[config.mk]
export PLATFORM = sky130hd
export DESIGN_NAME = macc_sample_pacer
export DESIGN_NICKNAME = d
export VERILOG_FILES = /design/src/rtl/macc_pkg.sv /design/src/rtl/macc_sample_fifo.sv /design/src/rtl/macc_sample_pacer.sv
export SDC_FILE = /design/constraint.sdc
export NUM_CORES = 1
export LEC_CHECK = 0
export CELL_PAD_IN_SITES_DETAIL_PLACEMENT = 0
export CELL_PAD_IN_SITES_GLOBAL_PLACEMENT = 1
export CORE_MARGIN = 10
export CORE_UTILIZATION = 35
export DETAILED_ROUTE_END_ITERATION = 10
export PLACE_DENSITY_LB_ADDON = 0.25
export SKIP_CTS_REPAIR_TIMING = 1
export SYNTH_ARGS = -nofsm -noshare
export SYNTH_HDL_FRONTEND = slang
export SYNTH_SLANG_ARGS = --single-unit
[constraint.sdc]
create_clock -name Clk_i -period 3.85 [get_ports Clk_i]
set_clock_uncertainty 0.2 [all_clocks]
set_input_delay 0.5775 -clock Clk_i [delete_from_list [all_inputs] [get_ports Clk_i]]
set_output_delay 0.5775 -clock Clk_i [all_outputs]
set_load 0.1 [all_outputs]
[src/rtl/macc_pkg.sv]
// Shared defaults and pacing FSM state encoding for the MACC sample pacer.
package macc_pkg;

  localparam int unsigned DATA_W_DEFAULT  = 18;
  localparam int unsigned DEPTH_DEFAULT   = 16;
  localparam int unsigned SPACING_DEFAULT = 16;

  typedef enum logic [1:0] {
    PACE_IDLE = 2'd0,
    PACE_EMIT = 2'd1,
    PACE_GAP  = 2'd2
  } pace_state_t;

endpackage

[src/rtl/macc_sample_fifo.sv]
// Synchronous sample FIFO with push, pop and registered occupancy level.
// A push into a full FIFO is accepted only when a pop happens at the same edge.
module macc_sample_fifo #(
  parameter int unsigned DATA_W = 18,
  parameter int unsigned DEPTH  = 16
) (
  input  logic                     clk,
  input  logic                     rst,
  input  logic                     push,
  input  logic [DATA_W-1:0]        wdata,
  input  logic                     pop,
  output logic [DATA_W-1:0]        head_c,
  output logic                     empty_c,
  output logic                     full_c,
  output logic [$clog2(DEPTH):0]   level
);

  localparam int unsigned PTR_W = $clog2(DEPTH);
  localparam int unsigned LVL_W = PTR_W + 1;

  logic [DATA_W-1:0] mem [DEPTH];
  logic [PTR_W-1:0]  wr_ptr;
  logic [PTR_W-1:0]  rd_ptr;
  logic              push_ok;
  logic              pop_ok;

  assign empty_c = (level == '0);
  assign full_c  = (level == LVL_W'(DEPTH));
  assign head_c  = mem[rd_ptr];
  assign pop_ok  = pop & ~empty_c;
  assign push_ok = push & (~full_c | pop_ok);

  // Storage array carries no reset; validity is tracked by level.
  always_ff @(posedge clk) begin
    if (push_ok && !rst) begin
      mem[wr_ptr] <= wdata;
    end
  end

  // Pointers wrap naturally because DEPTH is a power of two.
  always_ff @(posedge clk) begin
    if (rst) begin
      wr_ptr <= '0;
      rd_ptr <= '0;
      level  <= '0;
    end else begin
      if (push_ok) wr_ptr <= wr_ptr + PTR_W'(1);
      if (pop_ok)  rd_ptr <= rd_ptr + PTR_W'(1);
      case ({push_ok, pop_ok})
        2'b10:   level <= level + LVL_W'(1);
        2'b01:   level <= level - LVL_W'(1);
        default: level <= level;
      endcase
    end
  end

endmodule

[src/rtl/macc_sample_pacer.sv]
// Buffers bursty samples and releases them at most one per SPACING clocks to a
// single-MAC filter. Define MACC_PACER_STATS_EN to add the DropCnt_o counter.
module macc_sample_pacer
  import macc_pkg::*;
#(
  parameter int unsigned DATA_W  = DATA_W_DEFAULT,
  parameter int unsigned DEPTH   = DEPTH_DEFAULT,
  parameter int unsigned SPACING = SPACING_DEFAULT
) (
  input  logic                   Clk_i,
  input  logic                   Rst_i,
  input  logic [DATA_W-1:0]      Data_i,
  input  logic                   DataNd_i,
  output logic [DATA_W-1:0]      Data_o,
  output logic                   DataNd_o,
  output logic [$clog2(DEPTH):0] Level_o,
  output logic                   Overflow_o
`ifdef MACC_PACER_STATS_EN
  ,
  output logic [15:0]            DropCnt_o
`endif
);

  localparam int unsigned CNT_W = (SPACING > 2) ? $clog2(SPACING) : 1;

  pace_state_t       state;
  logic [CNT_W-1:0]  gap_cnt;
  logic [DATA_W-1:0] head_c;
  logic              empty_c;
  logic              full_c;
  logic              push_c;
  logic              pop_c;
  logic              drop_c;

  assign push_c = DataNd_i & ~Rst_i;
  // Pop whenever a sample is waiting and the previous strobe is SPACING edges old.
  assign pop_c  = ~empty_c &
                  ((state == PACE_IDLE) | ((state == PACE_GAP) & (gap_cnt == '0)));
  assign drop_c = push_c & full_c & ~pop_c;

  macc_sample_fifo #(
    .DATA_W (DATA_W),
    .DEPTH  (DEPTH)
  ) u_fifo (
    .clk     (Clk_i),
    .rst     (Rst_i),
    .push    (push_c),
    .wdata   (Data_i),
    .pop     (pop_c),
    .head_c  (head_c),
    .empty_c (empty_c),
    .full_c  (full_c),
    .level   (Level_o)
  );

  // EMIT is the strobe cycle; GAP counts the remaining SPACING-2 quiet cycles.
  always_ff @(posedge Clk_i) begin
    if (Rst_i) begin
      state      <= PACE_IDLE;
      gap_cnt    <= '0;
      Data_o     <= '0;
      DataNd_o   <= 1'b0;
      Overflow_o <= 1'b0;
    end else begin
      DataNd_o   <= pop_c;
      Overflow_o <= drop_c;
      if (pop_c) Data_o <= head_c;
      case (state)
        PACE_IDLE: begin
          gap_cnt <= '0;
          if (pop_c) state <= PACE_EMIT;
        end
        PACE_EMIT: begin
          state   <= PACE_GAP;
          gap_cnt <= CNT_W'(SPACING - 2);
        end
        PACE_GAP: begin
          if (gap_cnt != '0) gap_cnt <= gap_cnt - CNT_W'(1);
          else if (pop_c)    state   <= PACE_EMIT;
          else               state   <= PACE_IDLE;
        end
        default: begin
          state   <= PACE_IDLE;
          gap_cnt <= '0;
        end
      endcase
    end
  end

`ifdef MACC_PACER_STATS_EN
  // Saturating count of samples dropped on a full FIFO.
  always_ff @(posedge Clk_i) begin
    if (Rst_i) begin
      DropCnt_o <= '0;
    end else if (drop_c && (DropCnt_o != 16'hFFFF)) begin
      DropCnt_o <= DropCnt_o + 16'd1;
    end
  end
`endif

endmodule

; ---- Word-level counts from Yosys, hierarchy flattened
; Memory sizes are Yosys's and may differ from the RTL's. A register that Yosys moved wholly into a read port is not among the register bits.
; Index checks and enable logic that the tools add are counted.
[totals]
wordCells = 51
ram_bits = 288
out_inout_bits = 25
n_memories = 1
reg_bits = 21
inputBits = 21
[classes]
bitwise_logic = 13
n_addsub = 5
n_eq_ne = 8
muxes = 9
reduce_logical = 8
[memory_table]
columns = name, depth, word_bits, read_ports, rd_ports_with_merged_regs, write_ports, line
row1 = u_fifo.mem, 16, 18, 1, 1, 1, macc_sample_fifo.sv:21  ; logic [DATA_W-1:0] mem [DEPTH];
[op_table]
columns = op, count
row1 = 5-bit one-hot mux with 2 select lines, 1
row2 = 4-bit by 1-bit adder with 4-bit output (second input constant), 2
row3 = 4-bit one-hot mux with 2 select lines, 1
row4 = 1-bit bitwise AND, 7
row5 = 2-bit one-hot mux with 3 select lines, 1
row6 = 5-bit by 1-bit adder with 5-bit output (second input constant), 1
row7 = 5-bit equality test (second input constant), 1
row8 = 5-bit zero test, 1
row9 = 5-bit by 1-bit subtractor with 5-bit output (second input constant), 1
row10 = 2-bit by 1-bit equality test with 1-bit output (second input constant), 2
row11 = 2-bit equality test (second input constant), 2
row12 = 4-bit zero test, 1
row13 = 2-bit two-way mux, 2
row14 = 4-bit two-way mux, 1
row15 = 2-bit != test (second input constant), 2
row16 = 1-bit inverter, 4
row17 = 4-bit nonzero test, 1
row18 = 4-bit by 1-bit subtractor with 4-bit output (second input constant), 1
row19 = 1-bit two-way mux, 3
row20 = 2-bit zero test, 1
row21 = 2-bit by 1-bit != test with 1-bit output (second input constant), 1
row22 = 1-bit bitwise OR, 2
row23 = 2-bit AND reduction, 1
row24 = 2-bit nonzero test, 1
row25 = 2 further kinds, 2

; ---- Longest topological paths before layout
; Gate-level depths: netlist of the first run.
[depth]
depth_word = 10
depth_mapped = 13
depth_no_buf = 13

; ---- Modules after synthesis
; From an unflattened synthesis of the first run, not the netlist that was laid out.
[hier_totals]
cells_unflattened = 695
area_unflattened_um2 = 13072.5
[modules_own_cells]
columns = mod, area_per_inst_um2, cells_per_inst, instances, seq_area_each_um2
row1 = macc_sample_fifo, 11777.5, 570, 1, 8988.6
row2 = macc_sample_pacer, 1295.0, 125, 1, 520.5

; ---- Worst setup path before layout of the first run
; OpenSTA, ideal clock, no wires.
[synth_timing]
path_kind = register -> register
start = register u_fifo.level[0]
end = register u_fifo.level[4]
t_required_ps = 3529
n_path_buf = 1
arrival_ps = 3388
stages_incl_launch_ff = 12
setup_ps = 121
setup_slack_ps = 141
synth_period_minus_slack_ps = 3709
cell_sequence = dfxtp_1 > or4_1 > a2bb2oi_1 > buf_2 > ha_1 > inv_1 > fa_1 > nor2b_1 > o21ai_0 > nand3_1 > or3b_1 > mux2_2
[synth_via]
elab_chain_len = 8
word_cells_on_any_way = 14
classes_between = add/sub (2) / eq/ne (3) / mux (1) / bitwise (6) / reduce/logical (2)
[synth_lines]
columns = item, line
row1 = "start, declared", macc_sample_fifo.sv:15  ; output logic [$clog2(DEPTH):0] level
row2 = "start signal, assigned", macc_sample_fifo.sv:50  ; 2'b10: level <= level + LVL_W'(1);
row3 = "start signal, assigned", macc_sample_fifo.sv:51  ; 2'b01: level <= level - LVL_W'(1);
row4 = "start signal, assigned", macc_sample_fifo.sv:52  ; default: level <= level;
row5 = 5-bit zero test (*), macc_sample_fifo.sv:27  ; assign empty_c = (level == '0);
row6 = 1-bit inverter (*), macc_sample_pacer.sv:37  ; assign pop_c = ~empty_c &
row7 = 1-bit bitwise AND (*), macc_sample_pacer.sv:37
row8 = via pop_c, macc_sample_pacer.sv:32  ; logic pop_c;
row9 = 1-bit bitwise AND (*), macc_sample_fifo.sv:30  ; assign pop_ok = pop & ~empty_c;
row10 = 1-bit bitwise OR, macc_sample_fifo.sv:31  ; assign push_ok = push & (~full_c | pop_ok);
row11 = 1-bit bitwise AND, macc_sample_fifo.sv:31
row12 = 2-bit by 1-bit equality test with 1-bit output / 2-bit equality test (equally long branches), macc_sample_fifo.sv:49  ; case ({push_ok, pop_ok})
row13 = 5-bit one-hot mux with 2 select lines / 2-bit nonzero test (equally long branches), -
; The timed path passes the listed nets; every way through them passes the cells marked *.
; A chain may end at the register's enable or synchronous reset.

; ---- Final worst setup path of the first run
[layout_timing]
start = register state[0]
end = register u_fifo.level[4]
[layout_via]
elab_chain_len = 9
word_cells_on_any_way = 12
classes_between = eq/ne (3) / mux (1) / bitwise (6) / reduce/logical (2)
[layout_lines]
columns = item, line
row1 = "start, declared", macc_sample_pacer.sv:26  ; pace_state_t state;
row2 = "start signal, assigned", macc_sample_pacer.sv:59  ; state <= PACE_IDLE;
row3 = "start signal, assigned", macc_sample_pacer.sv:71  ; if (pop_c) state <= PACE_EMIT;
row4 = "start signal, assigned", macc_sample_pacer.sv:74  ; state <= PACE_GAP;
row5 = 2-bit equality test, macc_sample_pacer.sv:38  ; ((state == PACE_IDLE) | ((state == PACE_GAP) & (gap_cnt == '0)));
row6 = 1-bit bitwise AND, macc_sample_pacer.sv:38
row7 = 1-bit bitwise OR (*), macc_sample_pacer.sv:38
row8 = 1-bit bitwise AND (*), macc_sample_pacer.sv:37
row9 = 1-bit bitwise AND (*), macc_sample_fifo.sv:30
row10 = 1-bit bitwise OR, macc_sample_fifo.sv:31
row11 = 1-bit bitwise AND, macc_sample_fifo.sv:31
row12 = 2-bit by 1-bit equality test with 1-bit output / 2-bit equality test (equally long branches), macc_sample_fifo.sv:49
row13 = 5-bit one-hot mux with 2 select lines / 2-bit nonzero test (equally long branches), -
; Every way passes the cells marked *; elsewhere a longest branch is shown, timed or not.

==> results of run 1 <==
-- report_power, final --
part / total [uW] / leakage [uW] / internal (uW) / switching (uW)
registers: 4240 / 0.00292 / 4050 / 189
clock network: 3170 / 0.000534 / 1840 / 1330
logic: 3150 / 0.00126 / 1070 / 2080
-- worst max path at each step --
| stage | start | end | slack (ps) | depth (start not counted) |
|---|---|---|---|---|
| 2_1_floorplan | u_fifo.level[0] | u_fifo.level[4] | 140 | 11 |
| 3_3_place_gp | DataNd_i | u_fifo.level[4] | 510 | 11 |
| 3_5_place_dp | DataNd_i | u_fifo.level[4] | 500 | 11 |
| 4_1_cts | state[0] | u_fifo.level[4] | 510 | 12 |
| 5_1_grt | state[0] | u_fifo.level[4] | 230 | 12 |
| 6_report | state[0] | u_fifo.level[4] | 510 | 12 |
-- cell families after synthesis --
family,Yosys count
AO/OA/AOI/OAI,89
XOR/XNOR,11
adder cells (fa/ha/maj),15
buffers and inverters,52
flip-flops,327
multiplexers,112
AND/OR/NAND/NOR,110
-- synth_stat cells (all sizes together) (3+ instances only) --
cell type,count
buf,27
o22ai,36
xnor2,4
nand3b,3
clkbuf,12
nand2b,3
nand2,29
mux2i,75
a21oi,6
a311oi,18
o21ai,4
edfxtp,288
xor2,7
a211oi,19
or3b,4
mux4,36
dfxtp,39
ha,14
inv,13
nor2b,4
nor3,7
nor2,52
-- routing by layer --
| metal | vias to the layer above | wire [um] | GRT usage (%) |
|---|---|---|---|
| met5 | - | 0 | 0 |
| met4 | 0 | 621 | 3.72 |
| met3 | 52 | 1610 | 2.91 |
| met2 | 156 | 14000 | 21.1 |
| met1 | 3333 | 13000 | 17.1 |
| li1 | 2997 | - | - |
-- layout by cell type, fill, tap and decap left out, types with 7 or more instances in the layout --
cell and count:
sky130_fd_sc_hd__a211oi_1 19, sky130_fd_sc_hd__a311oi_1 18, sky130_fd_sc_hd__buf_4 31, sky130_fd_sc_hd__clkbuf_1 9, sky130_fd_sc_hd__clkbuf_16 37, sky130_fd_sc_hd__clkdlybuf4s50_1 44, sky130_fd_sc_hd__clkinv_1 8, sky130_fd_sc_hd__dfxtp_1 37
sky130_fd_sc_hd__edfxtp_1 288, sky130_fd_sc_hd__ha_1 14, sky130_fd_sc_hd__inv_1 13, sky130_fd_sc_hd__mux2i_1 75, sky130_fd_sc_hd__mux4_2 36, sky130_fd_sc_hd__nand2_1 29, sky130_fd_sc_hd__nor2_1 40, sky130_fd_sc_hd__nor2_2 12
sky130_fd_sc_hd__o22ai_1 35, sky130_fd_sc_hd__xor2_1 7
-- registers in the layout, indices dropped and copies added, names as in the netlist --
| name | flops |
|---|---|
| u_fifo.mem | 288 |
| state | 2 |
| u_fifo.wr_ptr | 4 |
| Data_o | 18 |
| u_fifo.rd_ptr | 4 |
| gap_cnt | 4 |
| DataNd_o | 1 |
| Overflow_o | 1 |
| u_fifo.level | 5 |
-- tightest hold or removal path: stages --
cell                       delay, ps
sky130_fd_sc_hd__buf_2            90
sky130_fd_sc_hd__nand2b_1        150
sky130_fd_sc_hd__nor4_1           60
-- metrics by stage --
step	area [um2]	power [uW]	hold slack, ps
detailed placement	13800	7490	291
global placement	13800	7430	290
floorplan	12700	6680	302
finish	14900	10600	200
global route	14900	11000	231
CTS	14900	10700	183
-- cell type report --
cell class | instances | area (um2)
Sequential cell | 327 | 9430
Clock inverter | 20 | 133
Inverter | 13 | 48.8
Fill cell | 3142 | 20700
Tap cell | 461 | 577
Timing Repair Buffer | 77 | 698
Clock buffer | 46 | 960
Multi-Input combinational cell | 337 | 3070
==> impl_results.md, run 1 <==
* Outcome: finished, final reports clean
* Multiplexer share of the synthesized area at 12.4%
* Post-synthesis compound-gate area fraction at 5.01%
* Final instance count without filler cells at 1281
* Setup TNS Final at 0 ps
* Critical Path Slowest Stage Cell: sky130_fd_sc_hd__or3b_1
* Top area cells in the synthesized netlist: sky130_fd_sc_hd__edfxtp_1 68%, sky130_fd_sc_hd__mux4_2 6.4%, sky130_fd_sc_hd__dfxtp_1 6.1%
* Sinks on Clock Net at 327
* Final max-slew violation count at 0
* Kind of critical path: reg -> reg
* Ordered list of cells on the worst path: inv_1, ha_1, nand4bb_1, a41oi_2, inv_1, ha_1, ha_1, nor2b_1, o21ai_0, a21oi_1, or3b_1, mux2_2
* Post-synth EDFFs at 288
* Max Buffers Root-to-Sink at 3
* Clock latency on the worst-skew pair at 520 ps
* Adder-cell share of the synthesized area at 1.54%
* Hold path cells at 3
* Startpoint types: flop
* Reg2reg setup slack at 510 ps
* Port Buf Inserts at 45
* Post-synth top area cell: sky130_fd_sc_hd__edfxtp_1
* Power per unit of standard cell area at 708 nW/um2
* Dominant combinational cell family by area after synthesis: multiplexers
* Ports placed on the boundary at 46
* Core Box Area at 35700 um2
* Static leakage power at 0.00471 uW
* Cell total after placement at ~1200
* Hold path endpoint: Overflow_o
* Number of setup violations in the final report at 0
* Final wirelength at 29200 um
* Cell count after synthesis at 716
* Count of buffering cells on the critical path with inverters included at 2
* Delay of the slowest cell on the worst path at 370 ps
* Worst R2R End: u_fifo.level[4]
* Final routed wire length divided by cell count at 22.8 um
* Count of nets after finishing at between 800 and 900
* Synth-to-Final Area Change at 17.5%
* Overall die width at 211 um
* Clk pin slew, worst setup/hold paths at 60 ps
* Arrival time of the worst setup path at roughly 3500 ps
* Distinct cells, synth at 42
* Ratio of cells with drive above 1 in the final layout at roughly 17%
* Clock Tree Root: sky130_fd_sc_hd__clkbuf_16
* Number of buffers created by CTS at 36
* Syn Area/Cell at 17.7 um2
* Full die area at around 44000 um2
* Main synth FF type: sky130_fd_sc_hd__edfxtp_1
* R2R Path Start: state[0]
* Hold path startpoint: Rst_i
* Post-route antenna net violation count at 0
* Worst max-slew margin expressed relative to the limit at 31.2%
* Most numerous cell on the critical path: sky130_fd_sc_hd__ha_1
* Minimum period implied by the final worst setup slack at 3340 ps
* GRT Total Usage at 13.0%
* Hpwl dp at 18200 um
* Area share of and/or/nand/nor cells after synthesis at 3.96%
* Peak VDD IR at 0.494 mV
* Via Count at 6538
* Transition time of the tightest slew-check pin at 1030 ps
* R2R cell count at 12
* Pin count of the biggest net entering global routing at between 70 and 80
* Flops & latches, synth at 327
* Overall overflow remaining after global route at 0
* Synth Cell Area at 12700 um2
* Post-place setup slack at 496 ps
* Via count of the first global-routing pass at 6897
* Antenna cell count at 0
* Max FO, Critical Path at 6
* Data required time of the critical path at 4060 ps
* CP top delay family: simple AND/OR/NAND/NOR gates
* Number of iterations in the first detailed-routing pass at 5
* Synth warn at 0
* Net count after synthesis at 752
* Die height at 211 um
* Antenna violations before repair at 0
* Final RePlAce weighted congestion at 0.765
* TritonCTS clock tree: done
* Site Rows at approximately 70
* Capturing element type of the critical path: flop
* Async SR Flop Fraction at 0%
* Starting Density at 35.6%
* Type of the most critical hold path: in -> reg
* RSZ-0062 raised after global routing: no
* Xor-xnor portion of the synthesized cell area at 0.758%
* End-of-flow core utilization at 41.9%
* F_max at 0.300 GHz
* Proportion of synthesized chip area in sequential cells at about three quarters
* Number of failing hold endpoints at the final stage at 0
* Number of remaining DRC errors at 0
* Max Cap Violations at 0
* Max H-tree Level at 2
* DRC marker count from the first detailed-route iteration at ~490
* Vias/cell at 5.10
* Area share of the leading cell type in the synthesized netlist at 68.1%
* Global-route wire length before repair at 43300 um
* Worst setup slack after layout at 515 ps
* Ratio of final minimum period to clock period at just under 90%
Note: power is estimated with default switching activity, not from simulation.
==> inputs of run 2 (changes only) <==
- GPL_TIMING_DRIVEN: unset -> 0
- HOLD_SLACK_MARGIN: unset -> 0.12
==> run 2 against run 1 <==
Effect of this change: wire length is 0.41% lower; sequential power is 1% lower; critical path depth is 1 higher; sequential share of layout area is 1.5 points lower; cell count is 2.2% higher; non-clock buffer count is 28 higher; clock power is 4% higher; critical endpoint unchanged.
==> impl_results.md, run 2 (synthesis results as in run 1) <==
* Portion of total power attributed to combinational logic at 31.0% (+1.2 points)
* Die height at 211 um (unchanged)
* Ports placed on the boundary at 46 (unchanged)
* Type of the most critical hold path: reg -> reg
* Overall power of the completed layout at 10800 uW (+2.5%)
* Final wirelength at 29000 um (-0.41%)
* Ratio of cells with drive above 1 in the final layout at 18.2% (+0.84 points)
* Clock latency on the worst-skew pair at 520 ps (about the same)
* Port Buf Inserts at 45 (unchanged)
* Cell total after placement at 1242 (+2.2%)
* Peak VDD IR at 0.571 mV (+16%)
* Number of iterations in the first detailed-routing pass at 4 (-1)
* Max FO, Critical Path at 10 (+4)
* Clock Tree Root: sky130_fd_sc_hd__clkbuf_16
* Pin count of the biggest net entering global routing at 17 (-77%)
* Max Buffers Root-to-Sink at 3 (unchanged)
* Hpwl dp at 19500 um (+7.5%)
* Site Rows at 69 (unchanged)
* Static leakage power at 0.00486 uW (+3.1%)
* DRC marker count from the first detailed-route iteration at 403 (-17%)
* Flop pwr share at 38.6% (-1.6 points)
* Final instance count without filler cells at 1309 (+2.2%)
* Antenna violations before repair at 0 (unchanged)
* Worst setup path startpoint: state[0]
* Reg2reg setup slack at 380 ps (-140 ps)
* Global-route wire length before repair at 43800 um (+1.0%)
* Via Count at 6569 (+0.47%)
* Full die area at 44300 um2 (unchanged)
* Count of nets after finishing at 856 (+3.4%)
* Overall die width at 211 um (unchanged)
* Setup TNS Final at 0 ps (unchanged)
* Biggest registers after layout: u_fifo.mem: 288 flops, Data_o: 18 flops, u_fifo.level: 5 flops
* Worst R2R End: u_fifo.level[4]
* Transition time of the tightest slew-check pin at 1150 ps (+126 ps)
* Sw Ratio at 34.0% (-0.11 points)
* Most used cells in the layout excluding fill and tap cells: 288 x sky130_fd_sc_hd__edfxtp_1, 75 x sky130_fd_sc_hd__mux2i_1, 45 x sky130_fd_sc_hd__clkdlybuf4s50_1, 40 x sky130_fd_sc_hd__nor2_1, 39 x sky130_fd_sc_hd__dfxtp_1
* Sinks on Clock Net at 327 (unchanged)
* Ratio of final minimum period to clock period at 90.1% (+3.5 points)
* TritonCTS clock tree: done
* Minimum period implied by the final worst setup slack at 3470 ps (+135 ps)
* Vias/cell at 5.02 (-1.7%)
* Number of buffers created by CTS at 36 (unchanged)
* Synth-to-Final Area Change at 20.2%
* Arrival time of the worst setup path at 3670 ps (+130 ps)
* Max reg flops at 288 (unchanged)
* Switching power summed over all nets at 3680 uW (+2.2%)
* Final max-slew violation count at 0 (unchanged)
* Data required time of the critical path at 4050 ps (about the same)
* R2R Path Start: state[0]
* Max H-tree Level at 2 (unchanged)
* Number of setup violations in the final report at 0 (unchanged)
* Startpoint types: flop
* Capturing element type of the critical path: flop
* Number of remaining DRC errors at 0 (unchanged)
* GRT Total Usage at 13.1% (+0.13 points)
* Worst hold-check slack at 301 ps (+100 ps)
* Worst max-slew margin expressed relative to the limit at 22.7% (-8.5 points)
* R2R cell count at 13 (+1)
* Power per unit of standard cell area at 709 nW/um2 (+0.19%)
* Core Box Area at 35700 um2 (unchanged)
* Starting Density at 35.6% (unchanged)
* Commonest non-fill, non-tap cell in the layout: sky130_fd_sc_hd__edfxtp_1
* Post-route antenna net violation count at 0 (unchanged)
* Worst setup path endpoint: u_fifo.level[4]
* Register with the highest flop count: u_fifo.mem
* Final routed wire length divided by cell count at 22.2 um (-2.5%)
* Kind of critical path: reg -> reg
* Clk network pwr share at 30.4% (+0.4 points)
* Outcome: finished, final reports clean
* Clk pin slew, worst setup/hold paths at 60 ps (about the same)
* Number of failing hold endpoints at the final stage at 0 (unchanged)
* F_max at 0.288 GHz (-3.9%)
* Final RePlAce weighted congestion at 0.726 (-5.1%)
* Overall overflow remaining after global route at 0 (unchanged)
* Max Cap Violations at 0 (unchanged)
* Internal Dissipation at 7150 uW (+2.7%)
* Antenna cell count at 0 (unchanged)
* Number of fill cells at 3152 (+0.32%)
* RSZ-0062 raised after global routing: no
* Via count of the first global-routing pass at 6771 (-1.8%)
[run 2: cell count changes in the layout (fill, tap and decap cells not counted), sizes merged]
cell           previous run  this run
clkinv                   16         7
buf                      33        47
clkbuf                   46        67
bufinv                    1         2
clkdlybuf4s50            44        45
[run 2: per-stage QoR]
step	instance area (um2)	setup WS [ps]	utilization [%]
after floorplan	12700	141	-
after global placement	13700	-1540	38.5
after detailed placement	14100	-131	39.5
after CTS	15200	-143	42.7
after global routing	15300	34.5	42.8
final	15300	379	42.8
[run 2: routing by layer]
metal	up-vias	global-route usage, %	wire, um
met2	148	20.8	13400
li1	3056	-	-
met1	3320	17.8	13400
met4	0	4.00	672
met5	-	0	0
met3	45	2.76	1560
[run 2: cell type report]
class / count / area, um2 / share of cell area, %
plain buffers: 39 / 223 / 1.46
clock buffers: 54 / 1020 / 6.68
clock inverters: 12 / 116 / 0.762
inverters: 13 / 48.8 / 0.320
multi-input cells: 337 / 3090 / 20.2
flip-flops and latches: 327 / 9430 / 61.8
well taps: 461 / 577 / 3.78
repair buffers: 66 / 766 / 5.02
[run 2: how the worst min path moves through the flow]
stage | from | end | slack (ps) | cells past startpoint
global placement | Data_o[17] | Data_o[17] | 290 | 2
floorplan | gap_cnt[1] | gap_cnt[1] | 300 | 2
finish | Data_o[5] | Data_o[5] | 300 | 2
CTS | Data_o[17] | Data_o[17] | 300 | 2
global route | Data_o[10] | Data_o[10] | 320 | 2
detailed placement | Data_o[17] | Data_o[17] | 300 | 2
[run 2: worst max-delay path, stage by stage, from the launching register on]
cell and delay [ps]:
sky130_fd_sc_hd__dfxtp_1 330, sky130_fd_sc_hd__inv_1 90, sky130_fd_sc_hd__ha_1 280, sky130_fd_sc_hd__nand4bb_2 260, sky130_fd_sc_hd__a2bb2oi_4 200, sky130_fd_sc_hd__clkbuf_4 230
sky130_fd_sc_hd__ha_1 270, sky130_fd_sc_hd__inv_1 110, sky130_fd_sc_hd__fa_1 390, sky130_fd_sc_hd__nor2b_1 150, sky130_fd_sc_hd__o21ai_0 120, sky130_fd_sc_hd__nand3_1 90
sky130_fd_sc_hd__or3b_1 370, sky130_fd_sc_hd__mux2_2 280
[run 2: power by group through the flow]
stage,logic (uW),registers (uW),clock network (uW)
floorplan,1540,5150,0
global placement,3280,4260,0
detailed placement,3290,4260,0
CTS,3300,4180,3380
global route,3600,4210,3530
finish,3350,4180,3290
==> inputs of run 3 (changes only) <==
- CORE_ASPECT_RATIO: unset -> 0.9
- PLACE_DENSITY_LB_ADDON: 0.25 -> 0.2
==> run 3 against run 2 <==
Effect of this change: sequential power hardly changed; clock-buffer cell count is 7 lower; critical path depth stayed put.
==> impl_results.md, run 3 (synthesis results as in run 1) <==
* Outcome: finished, final reports clean
* Overall power of the completed layout at 10700 uW (-0.76%)
* Biggest registers after layout: u_fifo.mem: 288 flops, Data_o: 18 flops, u_fifo.level: 5 flops
* Power per unit of standard cell area at 706 nW/um2 (-0.41%)
* Starting Density at 35.3% (-0.35 points)
* Final routed wire length divided by cell count at 22.0 um (-0.86%)
* Multi-input combinational cell area at 3090 um2 (unchanged)
* Ratio of final minimum period to clock period at 92.7% (+2.6 points)
* Arrival time of the worst setup path at 3760 ps (+90 ps)
* Sequential cell area at 9430 um2 (unchanged)
* Peak VDD IR at 0.674 mV (+18%)
* Commonest non-fill, non-tap cell in the layout: sky130_fd_sc_hd__edfxtp_1
* Number of setup violations in the final report at 0 (unchanged)
* R2R Path Start: state[0]
* Number of remaining DRC errors at 0 (unchanged)
* Final design area excluding fillers at 15200 um2 (-0.35%)
* Overall die width at 221 um (+4.9%)
* Startpoint types: flop
* Max Cap Violations at 0 (unchanged)
* Worst R2R End: u_fifo.level[4]
* R2R cell count at 13 (unchanged)
* Hold path startpoint: Data_o[7]
* Number of iterations in the first detailed-routing pass at 4 (unchanged)
* Synth-to-Final Area Change at 19.8%
* Sinks on Clock Net at 327 (unchanged)
* Vias/cell at 5.09 (+1.4%)
* Register with the highest flop count: u_fifo.mem
* Max reg flops at 288 (unchanged)
* Capturing element type of the critical path: flop
* Most used cells in the layout excluding fill and tap cells: 288 x sky130_fd_sc_hd__edfxtp_1, 75 x sky130_fd_sc_hd__mux2i_1, 45 x sky130_fd_sc_hd__clkdlybuf4s50_1, 40 x sky130_fd_sc_hd__nor2_1, 39 x sky130_fd_sc_hd__dfxtp_1
* Via Count at 6714 (+2.2%)
* Via count of the first global-routing pass at 7139 (+5.4%)
* Clock Tree Root: sky130_fd_sc_hd__clkbuf_16
* Post-route antenna net violation count at 0 (unchanged)
* F_max at 0.280 GHz (-2.8%)
* Worst setup path startpoint: state[0]
* Final wirelength at 29000 um (-0.11%)
* Final max-slew violation count at 0 (unchanged)
* Core Box Area at 36000 um2 (+0.98%)
* Data required time of the critical path at 4040 ps (about the same)
* Clk pin slew, worst setup/hold paths at 60 ps (about the same)
* Hold path cells at 2 (unchanged)
* Number of failing hold endpoints at the final stage at 0 (unchanged)
* Cell area reported after detailed placement at 14100 um2 (-0.19%)
* Overall overflow remaining after global route at 0 (unchanged)
* Antenna violations before repair at 1 (+1)
* Transition time of the tightest slew-check pin at 1010 ps (-147 ps)
* Final RePlAce weighted congestion at 0.786 (+8.2%)
* Number of fill cells at 3284 (+4.2%)
* Global-route wire length before repair at 44100 um (+0.88%)
* Ratio of cells with drive above 1 in the final layout at 17.7% (-0.46 points)
* GRT Total Usage at 12.9% (-0.25 points)
* Clock latency on the worst-skew pair at 510 ps (about the same)
* Full die area at 44300 um2 (about the same)
* Hold path endpoint: Data_o[7]
* DRC marker count from the first detailed-route iteration at 420 (+4.2%)
* Type of the most critical hold path: reg -> reg
* Kind of critical path: reg -> reg
* TritonCTS clock tree: done
* Worst max-slew margin expressed relative to the limit at 32.6% (+9.9 points)
* Minimum period implied by the final worst setup slack at 3570 ps (+99.3 ps)
* Max H-tree Level at 2 (unchanged)
* Die height at 201 um (-4.6%)
* Pin count of the biggest net entering global routing at 17 (unchanged)
* Max Buffers Root-to-Sink at 3 (unchanged)
* RSZ-0062 raised after global routing: no
* Max FO, Critical Path at 10 (unchanged)
* Ports placed on the boundary at 46 (unchanged)
* Site Rows at 66 (-4.3%)
* Hpwl dp at 20300 um (+4.0%)
* Count of nets after finishing at 852 (-0.47%)
* Port Buf Inserts at 45 (unchanged)
* Number of buffers created by CTS at 35 (-2.8%)
* Static leakage power at 0.00483 uW (-0.63%)
* Reg2reg setup slack at 280 ps (-100 ps)
run 3: changes by cell type in the layout (fill, tap and decap cells not counted), sizes merged:
cell and change:
clkinv +6, inv -1, clkbuf -7, buf -3
clkinvlp -1, diode +1
run 3: through the flow:
stage                     std cells  setup TNS (ps)  setup WS (ps)  utilization, %  hold WS, ps
after global routing           1318               0           53.2            42.2          338
after floorplan                 716               0            141               -          302
after CTS                      1316            -223           -223            42.1          310
after global placement         1237          -88110          -1030            38.2          290
final                          1319               0            280            42.3          303
after detailed placement       1253            -193           -193            39.1          302
run 3: worst max path at each step:
stage	end	slack [ps]	cells after the start
floorplan	u_fifo.level[4]	140	11
global placement	u_fifo.mem[0][13]	-1030	5
detailed placement	u_fifo.level[4]	-190	13
CTS	u_fifo.level[4]	-220	13
global route	u_fifo.level[4]	50	13
finish	u_fifo.level[4]	280	13
run 3: worst max-delay path: stages, from the launching register on:
cell	delay [ps]
sky130_fd_sc_hd__dfxtp_1	340
sky130_fd_sc_hd__inv_1	100
sky130_fd_sc_hd__ha_1	290
sky130_fd_sc_hd__nand4bb_2	280
sky130_fd_sc_hd__a2bb2oi_4	220
sky130_fd_sc_hd__clkbuf_4	250
sky130_fd_sc_hd__ha_1	260
sky130_fd_sc_hd__inv_1	110
sky130_fd_sc_hd__fa_1	390
sky130_fd_sc_hd__nor2b_1	150
sky130_fd_sc_hd__o21ai_0	130
sky130_fd_sc_hd__nand3_1	100
sky130_fd_sc_hd__or3b_1	360
sky130_fd_sc_hd__mux2_2	270
run 3: layout make-up:
cell class / count / area share (%)
sequential: 327 / 62.0
multi-input combinational: 337 / 20.3
clock buffer: 47 / 6.40
timing repair buffer: 63 / 4.79
tap: 476 / 3.91
buffer: 39 / 1.46
clock inverter: 16 / 0.822
inverter: 13 / 0.321
antenna: 1 / 0.0164
run 3: layer usage:
metal | share of wire, % | up-vias | GRT usage, %
met5 | 0 | - | 0
met4 | 2.7 | 0 | 4.50
met3 | 4.5 | 54 | 2.59
met2 | 48 | 137 | 20.9
met1 | 45 | 3480 | 16.8
li1 | - | 3043 | -
run 3: power breakdown:
part	internal [uW]	total, uW	leakage (uW)	switching (uW)
combinational	1140	3320	0.00137	2180
clock	1910	3220	0.000541	1310
sequential	4050	4200	0.00291	153
total	7100	10700	0.00483	3650
